==> src/rtl/fir_antialias.sv <==
// -----------------------------------------------------------------------------
// fir_antialias
// Serial-MAC FIR low-pass filter placed directly in front of the decimator.
// One input sample is accepted, then a single multiplier walks all NUM_TAPS
// taps (one tap per clock), and one rounded, saturated output sample is
// presented on a valid/ready port.
//
// Optional feature macro: COEF_LOAD_EN
//   defined   -> coef_* write port; coefficients live in registers
//   undefined -> coefficients are the constant moving-average default
//
// Ports
//   clk        in   1                  system clock
//   reset      in   1                  synchronous reset, active-low
//   x_valid    in   1                  input sample valid
//   x_ready    out  1                  block can accept a sample (IDLE only)
//   x_data     in   W                  signed input sample
//   y_valid    out  1                  filtered sample valid
//   y_ready    in   1                  downstream ready
//   y_data     out  W                  signed filtered sample
//   coef_we    in   1                  (COEF_LOAD_EN) coefficient write strobe
//   coef_addr  in   $clog2(NUM_TAPS)   (COEF_LOAD_EN) tap index
//   coef_data  in   COEF_W             (COEF_LOAD_EN) signed coefficient
//   coef_busy  out  1                  (COEF_LOAD_EN) high outside IDLE
// -----------------------------------------------------------------------------
module fir_antialias #(
    parameter int W         = 16,
    parameter int NUM_TAPS  = 16,
    parameter int COEF_W    = 16,
    parameter int COEF_FRAC = 15
) (
    input  logic                        clk,
    input  logic                        reset,
    input  logic                        x_valid,
    output logic                        x_ready,
    input  logic signed [W-1:0]         x_data,
    output logic                        y_valid,
    input  logic                        y_ready,
`ifdef COEF_LOAD_EN
    input  logic                        coef_we,
    input  logic [$clog2(NUM_TAPS)-1:0] coef_addr,
    input  logic signed [COEF_W-1:0]    coef_data,
    output logic                        coef_busy,
`endif
    output logic signed [W-1:0]         y_data
);

    localparam int TW     = $clog2(NUM_TAPS);
    localparam int PROD_W = W + COEF_W;
    localparam int ACC_W  = W + COEF_W + TW;

    localparam logic [TW-1:0]            LAST_TAP     = TW'(NUM_TAPS - 1);
    localparam logic signed [COEF_W-1:0] COEF_DEFAULT = COEF_W'((1 << COEF_FRAC) / NUM_TAPS);
    localparam logic signed [ACC_W-1:0]  RND          = ACC_W'(1) <<< (COEF_FRAC - 1);
    localparam logic signed [ACC_W-1:0]  SAT_MAX      = ACC_W'((2 ** (W - 1)) - 1);
    localparam logic signed [ACC_W-1:0]  SAT_MIN      = -(ACC_W'(2 ** (W - 1)));

    typedef enum logic [1:0] {
        IDLE = 2'd0,
        MAC  = 2'd1,
        OUT  = 2'd2
    } state_t;

    state_t                   state;
    state_t                   next_state;
    logic                     rdy_q;
    logic                     y_valid_q;
    logic signed [W-1:0]      y_data_q;
    logic signed [ACC_W-1:0]  acc;
    logic [TW-1:0]            wptr;
    logic [TW-1:0]            tap;
    logic signed [W-1:0]      dl [NUM_TAPS];

    logic                     accept;
    logic [TW-1:0]            dl_idx;
    logic signed [W-1:0]      dl_sample;
    logic signed [COEF_W-1:0] coef_tap;
    logic signed [PROD_W-1:0] prod;
    logic signed [ACC_W-1:0]  rounded;
    logic signed [W-1:0]      y_sat;

    assign x_ready = rdy_q;
    assign y_valid = y_valid_q;
    assign y_data  = y_data_q;
    assign accept  = x_valid && rdy_q;

    // wptr has already advanced past the newest sample, so newest = wptr-1;
    // the power-of-two length makes the modulo a plain wrap of TW bits.
    assign dl_idx    = wptr - TW'(1) - tap;
    assign dl_sample = dl[dl_idx];
    assign prod      = PROD_W'(coef_tap) * PROD_W'(dl_sample);

    // -------------------------------------------------------------------------
    // Coefficient storage
    // -------------------------------------------------------------------------
`ifdef COEF_LOAD_EN
    logic signed [COEF_W-1:0] coef [NUM_TAPS];

    assign coef_busy = (state != IDLE);
    assign coef_tap  = coef[tap];

    always_ff @(posedge clk) begin
        if (!reset) begin
            for (int i = 0; i < NUM_TAPS; i++) begin
                coef[i] <= COEF_DEFAULT;
            end
        end else if (coef_we && (state == IDLE)) begin
            coef[coef_addr] <= coef_data;
        end
    end
`else
    assign coef_tap = COEF_DEFAULT;
`endif

    // -------------------------------------------------------------------------
    // Round half-up, then clamp to the output range
    // -------------------------------------------------------------------------
    always_comb begin
        // NOTE: every always_comb output gets a default first so no path can
        // leave it unassigned and infer a latch.
        y_sat   = '0;
        rounded = (acc + RND) >>> COEF_FRAC;
        if (rounded > SAT_MAX) begin
            y_sat = W'(SAT_MAX);
        end else if (rounded < SAT_MIN) begin
            y_sat = W'(SAT_MIN);
        end else begin
            y_sat = rounded[W-1:0];
        end
    end

    // -------------------------------------------------------------------------
    // Next-state logic
    // -------------------------------------------------------------------------
    always_comb begin
        next_state = state;
        case (state)
            IDLE:    if (accept) next_state = MAC;
            MAC:     if (tap == LAST_TAP) next_state = OUT;
            OUT:     if (y_valid_q && y_ready) next_state = IDLE;
            default: next_state = IDLE;
        endcase
    end

    // -------------------------------------------------------------------------
    // State, datapath and delay line
    // -------------------------------------------------------------------------
    // NOTE: sequential state uses non-blocking assignments so every register
    // samples the pre-edge values, independent of statement order.
    always_ff @(posedge clk) begin
        if (!reset) begin
            state     <= IDLE;
            rdy_q     <= 1'b0;
            y_valid_q <= 1'b0;
            y_data_q  <= '0;
            acc       <= '0;
            wptr      <= '0;
            tap       <= '0;
            // NOTE: the delay line is cleared on reset on purpose: a filter
            // restarted mid-stream must not blend stale history into the
            // first outputs.
            for (int i = 0; i < NUM_TAPS; i++) begin
                dl[i] <= '0;
            end
        end else begin
            state <= next_state;
            // Registered so x_ready is a clean function of state and stays
            // low through the reset cycles.
            rdy_q <= (next_state == IDLE);

            case (state)
                IDLE: begin
                    if (accept) begin
                        dl[wptr] <= x_data;
                        wptr     <= wptr + TW'(1);
                        acc      <= '0;
                        tap      <= '0;
                    end
                end
                MAC: begin
                    acc <= acc + ACC_W'(prod);
                    tap <= tap + TW'(1);
                end
                OUT: begin
                    // First OUT cycle captures the finished sum; afterwards
                    // the output holds until the downstream takes it.
                    if (!y_valid_q) begin
                        y_data_q  <= y_sat;
                        y_valid_q <= 1'b1;
                    end else if (y_ready) begin
                        y_valid_q <= 1'b0;
                    end
                end
                default: ;
            endcase
        end
    end

endmodule

==> config.mk <==
export PLATFORM = sky130hd
export DESIGN_NAME = fir_antialias
export DESIGN_NICKNAME = d
export VERILOG_FILES = /design/src/rtl/fir_antialias.sv
export SDC_FILE = /design/constraint.sdc
export NUM_CORES = 1
export LEC_CHECK = 0
export CORE_MARGIN = 3
export CORE_UTILIZATION = 62
export DETAILED_ROUTE_END_ITERATION = 16
export HOLD_SLACK_MARGIN = 0.1
export PLACE_DENSITY_LB_ADDON = 0.12
export SYNTH_ARGS = -nofsm -noshare
export SYNTH_HDL_FRONTEND = slang
export SYNTH_SLANG_ARGS = --single-unit
==> constraint.sdc <==
create_clock -name clk -period 6.6 [get_ports clk]
set_clock_uncertainty 0.15 [all_clocks]
set_input_delay 0.66 -clock clk [delete_from_list [all_inputs] [get_ports clk]]
set_output_delay 0.66 -clock clk [all_outputs]
set_load 0.02 [all_outputs]
==> report_table.html <==
<table>
<tr><th>Metric</th><th>Value</th></tr>
<tr><th colspan="2">Status</th></tr>
<tr><td>Run status</td><td>finished, final reports clean</td></tr>
<tr><th colspan="2">Setup path</th></tr>
<tr><td>CP max stage cell</td><td>fa_2</td></tr>
<tr><td>Kind of capture point of the worst setup path</td><td>register</td></tr>
<tr><td>Worst Setup SP</td><td>wptr[0]</td></tr>
<tr><td>Cells along the critical path</td><td>ha_4 -&gt; inv_1 -&gt; fa_2 -&gt; buf_4 -&gt; mux4_2 -&gt; nor2b_1 -&gt; a211oi_1 -&gt; a21oi_1 -&gt; ha_1 -&gt; a2111o_1 -&gt; a31oi_1 -&gt; o31ai_1 -&gt; a31oi_1 -&gt; o21ai_0 -&gt; and3_1 -&gt; or4_1 -&gt; o211ai_1</td></tr>
<tr><td>Maximum fanout along the worst path</td><td>21</td></tr>
<tr><td>Cell depth of the worst flop-to-flop path</td><td>17</td></tr>
<tr><td>Startpoint of the most critical register-to-register path</td><td>wptr[0]</td></tr>
<tr><td>Delay of the slowest cell on the worst path</td><td>between 700 and 800 ps</td></tr>
<tr><td>Reg-to-Reg End</td><td>acc[35]</td></tr>
<tr><td>Top cell by count, worst path</td><td>a31oi_1</td></tr>
<tr><td>Required time of the critical path</td><td>6890 ps</td></tr>
<tr><td>Reg-to-reg setup timing slack</td><td>1080 ps</td></tr>
<tr><td>Worst endpoint data arrival time</td><td>5810 ps</td></tr>
<tr><td>Worst Setup Path Type</td><td>register to register</td></tr>
<tr><td>Startpoint types</td><td>register</td></tr>
<tr><th colspan="2">Global route</th></tr>
<tr><td>Total global-route track usage</td><td>27.3%</td></tr>
<tr><td>Number of global-route vias before repair</td><td>9435</td></tr>
<tr><td>Pin count of the biggest net entering global routing</td><td>51</td></tr>
<tr><td>Antenna violations before repair</td><td>1</td></tr>
<tr><td>Wire length of the first global-routing pass</td><td>approximately 55000 µm</td></tr>
<tr><td>Total global routing overflow</td><td>0</td></tr>
<tr><th colspan="2">Flow run</th></tr>
<tr><td>Count of maximum capacitance violations</td><td>0</td></tr>
<tr><th colspan="2">Logic synthesis</th></tr>
<tr><td>Top cell type's share of synthesized area</td><td>50.3%</td></tr>
<tr><td>Count of unique library cells instantiated by Yosys</td><td>55</td></tr>
<tr><td>Number of enable-type register cells in the synthesized netlist</td><td>256</td></tr>
<tr><td>Post-synthesis cell type with the largest combined area</td><td>edfxtp_1</td></tr>
<tr><td>Register bit count reported by yosys</td><td>309</td></tr>
<tr><td>Ys async rst share</td><td>0%</td></tr>
<tr><td>Number of nets in the synthesized netlist</td><td>1235</td></tr>
<tr><td>Ys flop type</td><td>edfxtp_1</td></tr>
<tr><td>Post-synthesis cell count</td><td>1177</td></tr>
<tr><td>Sequential-to-total area share from yosys stat</td><td>57.2%</td></tr>
<tr><td>Number of warnings printed during yosys synthesis</td><td>0</td></tr>
<tr><td>Average cell area after synthesis</td><td>~13 µm²</td></tr>
<tr><td>Cell area after synthesis</td><td>15300 µm²</td></tr>
<tr><td>Cells taking the most area after synthesis</td><td>edfxtp_1 (50%), and2_1 (11%), mux4_2 (9.4%)</td></tr>
<tr><th colspan="2">Timing</th></tr>
<tr><td>Final min period</td><td>5520 ps</td></tr>
<tr><td>Worst Tran Pin Value</td><td>1170 ps</td></tr>
<tr><td>RSZ-0062 raised after global routing</td><td>no</td></tr>
<tr><td>Highest achievable clock rate</td><td>around 180 MHz</td></tr>
<tr><td>Worst max-slew margin expressed relative to the limit</td><td>between 20% and 30%</td></tr>
<tr><td>Final TNS setup</td><td>0 ps</td></tr>
<tr><td>Final slew viol count</td><td>0</td></tr>
<tr><td>Period utilization</td><td>83.6%</td></tr>
<tr><td>Setup ws final</td><td>1080 ps</td></tr>
<tr><td>Count of final setup violators</td><td>0</td></tr>
<tr><td>Count of final hold-check violations</td><td>0</td></tr>
<tr><th colspan="2">Clock network</th></tr>
<tr><td>Latest clock arrival within the worst-skew pair</td><td>520 ps</td></tr>
<tr><td>Cell chosen for the clock root</td><td>clkbuf_16</td></tr>
<tr><td>Clock slew at the register clock pins of the worst setup and hold paths</td><td>60 ps</td></tr>
<tr><td>Number of buffers added to fix hold violations after cts</td><td>0</td></tr>
<tr><td>Buffers inserted by post-CTS timing repair</td><td>0</td></tr>
<tr><td>Clock tree from TritonCTS</td><td>built</td></tr>
<tr><td>Resize count post-CTS</td><td>0</td></tr>
<tr><td>Deepest level of the CTS H-tree</td><td>2</td></tr>
<tr><td>Num Clock Sinks</td><td>309</td></tr>
<tr><td>Maximum clock path buffer count</td><td>3</td></tr>
<tr><td>Cts bufs inserted</td><td>34</td></tr>
<tr><th colspan="2">Place</th></tr>
<tr><td>Port bufs</td><td>37</td></tr>
<tr><td>Cell total after placement</td><td>about 1500</td></tr>
<tr><td>Post-Place Setup Slack</td><td>approximately 1200 ps</td></tr>
<tr><td>Final weighted congestion of routability-driven global placement</td><td>0.833</td></tr>
<tr><td>Post-detail-place hpwl</td><td>23100 µm</td></tr>
<tr><th colspan="2">Cells and area</th></tr>
<tr><td>FF/Latch Area</td><td>roughly 8700 µm²</td></tr>
<tr><td>Finished Layout Cells</td><td>about 1500</td></tr>
<tr><td>Final net count</td><td>1260</td></tr>
<tr><td>Combined area of the multi-input logic cells</td><td>6230 µm²</td></tr>
<tr><td>Fraction of layout cells with a size suffix above 1</td><td>12.6%</td></tr>
<tr><td>Layout filler cell count</td><td>1618</td></tr>
<tr><td>Signed area change from the synthesized netlist to the final layout</td><td>11.9%</td></tr>
<tr><td>N_diodes</td><td>0</td></tr>
<tr><th colspan="2">Power and ir drop</th></tr>
<tr><td>Sw frac</td><td>25.7%</td></tr>
<tr><td>Areal power density over the cells</td><td>roughly 280 nW/µm²</td></tr>
<tr><td>Leakage power</td><td>about 6.5 nW</td></tr>
<tr><td>Clk pwr share</td><td>38.9%</td></tr>
<tr><td>Sequential Power Share</td><td>45.9%</td></tr>
<tr><td>Worst IR Drop VDD</td><td>around 0.00025 V</td></tr>
<tr><td>Cell-internal power</td><td>roughly 3.6 mW</td></tr>
<tr><td>Relative contribution of combinational cells to total power</td><td>15.3%</td></tr>
<tr><td>Switching Power</td><td>between 1 and 1.5 mW</td></tr>
<tr><th colspan="2">Detailed routing</th></tr>
<tr><td>Number of vias per cell after detailed routing</td><td>6.10</td></tr>
<tr><td>Remaining routing DRC violations</td><td>0</td></tr>
<tr><td>Wirelength per Cell</td><td>about 23 µm</td></tr>
<tr><td>DRT iter0 DRCs</td><td>just over 900</td></tr>
<tr><td>TritonRoute pass-1 iters</td><td>5</td></tr>
<tr><td>Total vias in the final route</td><td>about 9400</td></tr>
<tr><td>Count of nets left with antenna violations after detail routing</td><td>0</td></tr>
<tr><td>Total wirelength of the detailed-routed design</td><td>roughly 35000 µm</td></tr>
<tr><th colspan="2">Hold path</th></tr>
<tr><td>Endpoint with the worst hold slack</td><td>state[0]</td></tr>
<tr><td>Hold Path Origin</td><td>reset</td></tr>
<tr><td>HP Class</td><td>input pin to register</td></tr>
<tr><td>Count of cells along the worst hold path</td><td>2</td></tr>
<tr><th colspan="2">Floorplan</th></tr>
<tr><td>Core Footprint</td><td>23800 µm²</td></tr>
<tr><td>Row Count</td><td>56</td></tr>
<tr><td>I/O pin count</td><td>38</td></tr>
<tr><td>Total die area</td><td>approximately 27000 µm²</td></tr>
<tr><td>Horiz. Die Dim</td><td>around 160 µm</td></tr>
<tr><td>Effective utilization at floorplan</td><td>64.2%</td></tr>
<tr><td>Height of the die</td><td>163 µm</td></tr>
</table>
-- logic make-up (layout without fill, tap and decap cells) --
| logic type | Yosys count | count (layout) | synth area share [%] |
|---|---|---|---|
| buffers and inverters | 90 | 141 | 2.34 |
| xor gates and xnor gates | 43 | 43 | 2.46 |
| DFF | 309 | 309 | 57.2 |
| adders and majority gates | 38 | 38 | 3.21 |
| muxes | 83 | 83 | 10.7 |
| AOI/OAI and AO/OA | 178 | 178 | 7.65 |
| and+or+nand+nor | 436 | 436 | 16.5 |
-- registers in the layout, indices dropped and copies added (netlist names) --
name,count
y_data,16
x_ready,1
acc,25
wptr,4
state,2
y_valid,1
dl,256
tap,4
-- critical path, delay by kind of cell (launching register included) --
kind / cells / cell delay, ps
compound gates: 8 / 1970
simple gates: 3 / 830
flops: 1 / 450
buf+inv: 2 / 430
mux: 1 / 340
fa+ha+maj: 3 / 1230
-- cell usage after synthesis, drive strengths merged, types with 2 or more instances --
library cell / n
fa: 2
nor4: 3
mux2i: 18
xor2: 21
o31ai: 3
a31oi: 9
a21oi: 42
ha: 36
a22oi: 2
o21a: 2
nand2: 47
dfxtp: 53
nor2: 35
buf: 12
and4: 3
nand3: 29
and2: 261
o21bai: 3
o21ai: 51
edfxtp: 256
nand4: 6
and3: 6
nor2b: 21
a21o: 13
clkbuf: 63
a21boi: 12
o211a: 16
nor3: 6
mux4: 64
xnor2: 22
a211oi: 17
inv: 15
o211ai: 2
nand2b: 12
-- metrics by stage --
| step | total power [mW] | area (µm²) | hold slack (ps) | util, % |
|---|---|---|---|---|
| 2_1_floorplan | 2.77 | 15300 | 306 | - |
| 3_3_place_gp | 2.98 | 16000 | 330 | 67.2 |
| 3_5_place_dp | 2.99 | 16000 | 335 | 67.2 |
| 5_1_grt | 5.01 | 17100 | 349 | 71.9 |
| 6_report | 4.83 | 17100 | 339 | 71.9 |
| 4_1_cts | 4.85 | 17100 | 328 | 71.9 |
-- area by class of cell --
type	instances	share of cell area, %
repair buffers	64	3.39
well taps	319	2.33
inverters	15	0.329
clock inverters	20	0.943
flip-flops and latches	309	51.1
multi-input cells	778	36.4
clock buffers	42	5.52
-- cell usage in the layout (no fill, tap or decap), types with 12 or more instances in the layout --
master / n
nor2b_1: 21
edfxtp_1: 256
nand3_1: 28
mux4_2: 64
a21o_1: 13
mux2i_1: 18
nand2_1: 47
xor2_1: 20
o211a_1: 16
dfxtp_1: 53
buf_4: 26
clkdlybuf4s50_1: 36
xnor2_1: 21
clkbuf_16: 37
ha_1: 35
inv_1: 15
nor2_1: 35
and2_1: 261
a21oi_1: 42
a211oi_1: 17
nand2b_1: 12
a21boi_0: 12
o21ai_0: 39
o21ai_1: 12
-- routing by layer --
metal	wire (µm)	part of all wire, %	global-route usage, %
met1	14400	41	37.7
met2	16800	48	44.0
met3	2640	7.5	5.15
met4	1340	3.8	10.1
met5	0	0	0
-- worst max-delay path by stage --
stage,to,slack (ps)
2_1_floorplan,acc[35],1510
3_3_place_gp,acc[35],1310
4_1_cts,acc[35],1120
5_1_grt,acc[35],790
3_5_place_dp,acc[35],1220
6_report,acc[35],1080
-- power by group through the flow --
stage / clock, mW / sequential [mW] / combinational [mW]
2_1_floorplan: 0 / 2.25 / 0.527
5_1_grt: 1.98 / 2.22 / 0.801
6_report: 1.88 / 2.22 / 0.738
4_1_cts: 1.90 / 2.22 / 0.737
3_3_place_gp: 0 / 2.25 / 0.721
3_5_place_dp: 0 / 2.26 / 0.732
No activity file was read; power rests on OpenSTA's default activity.
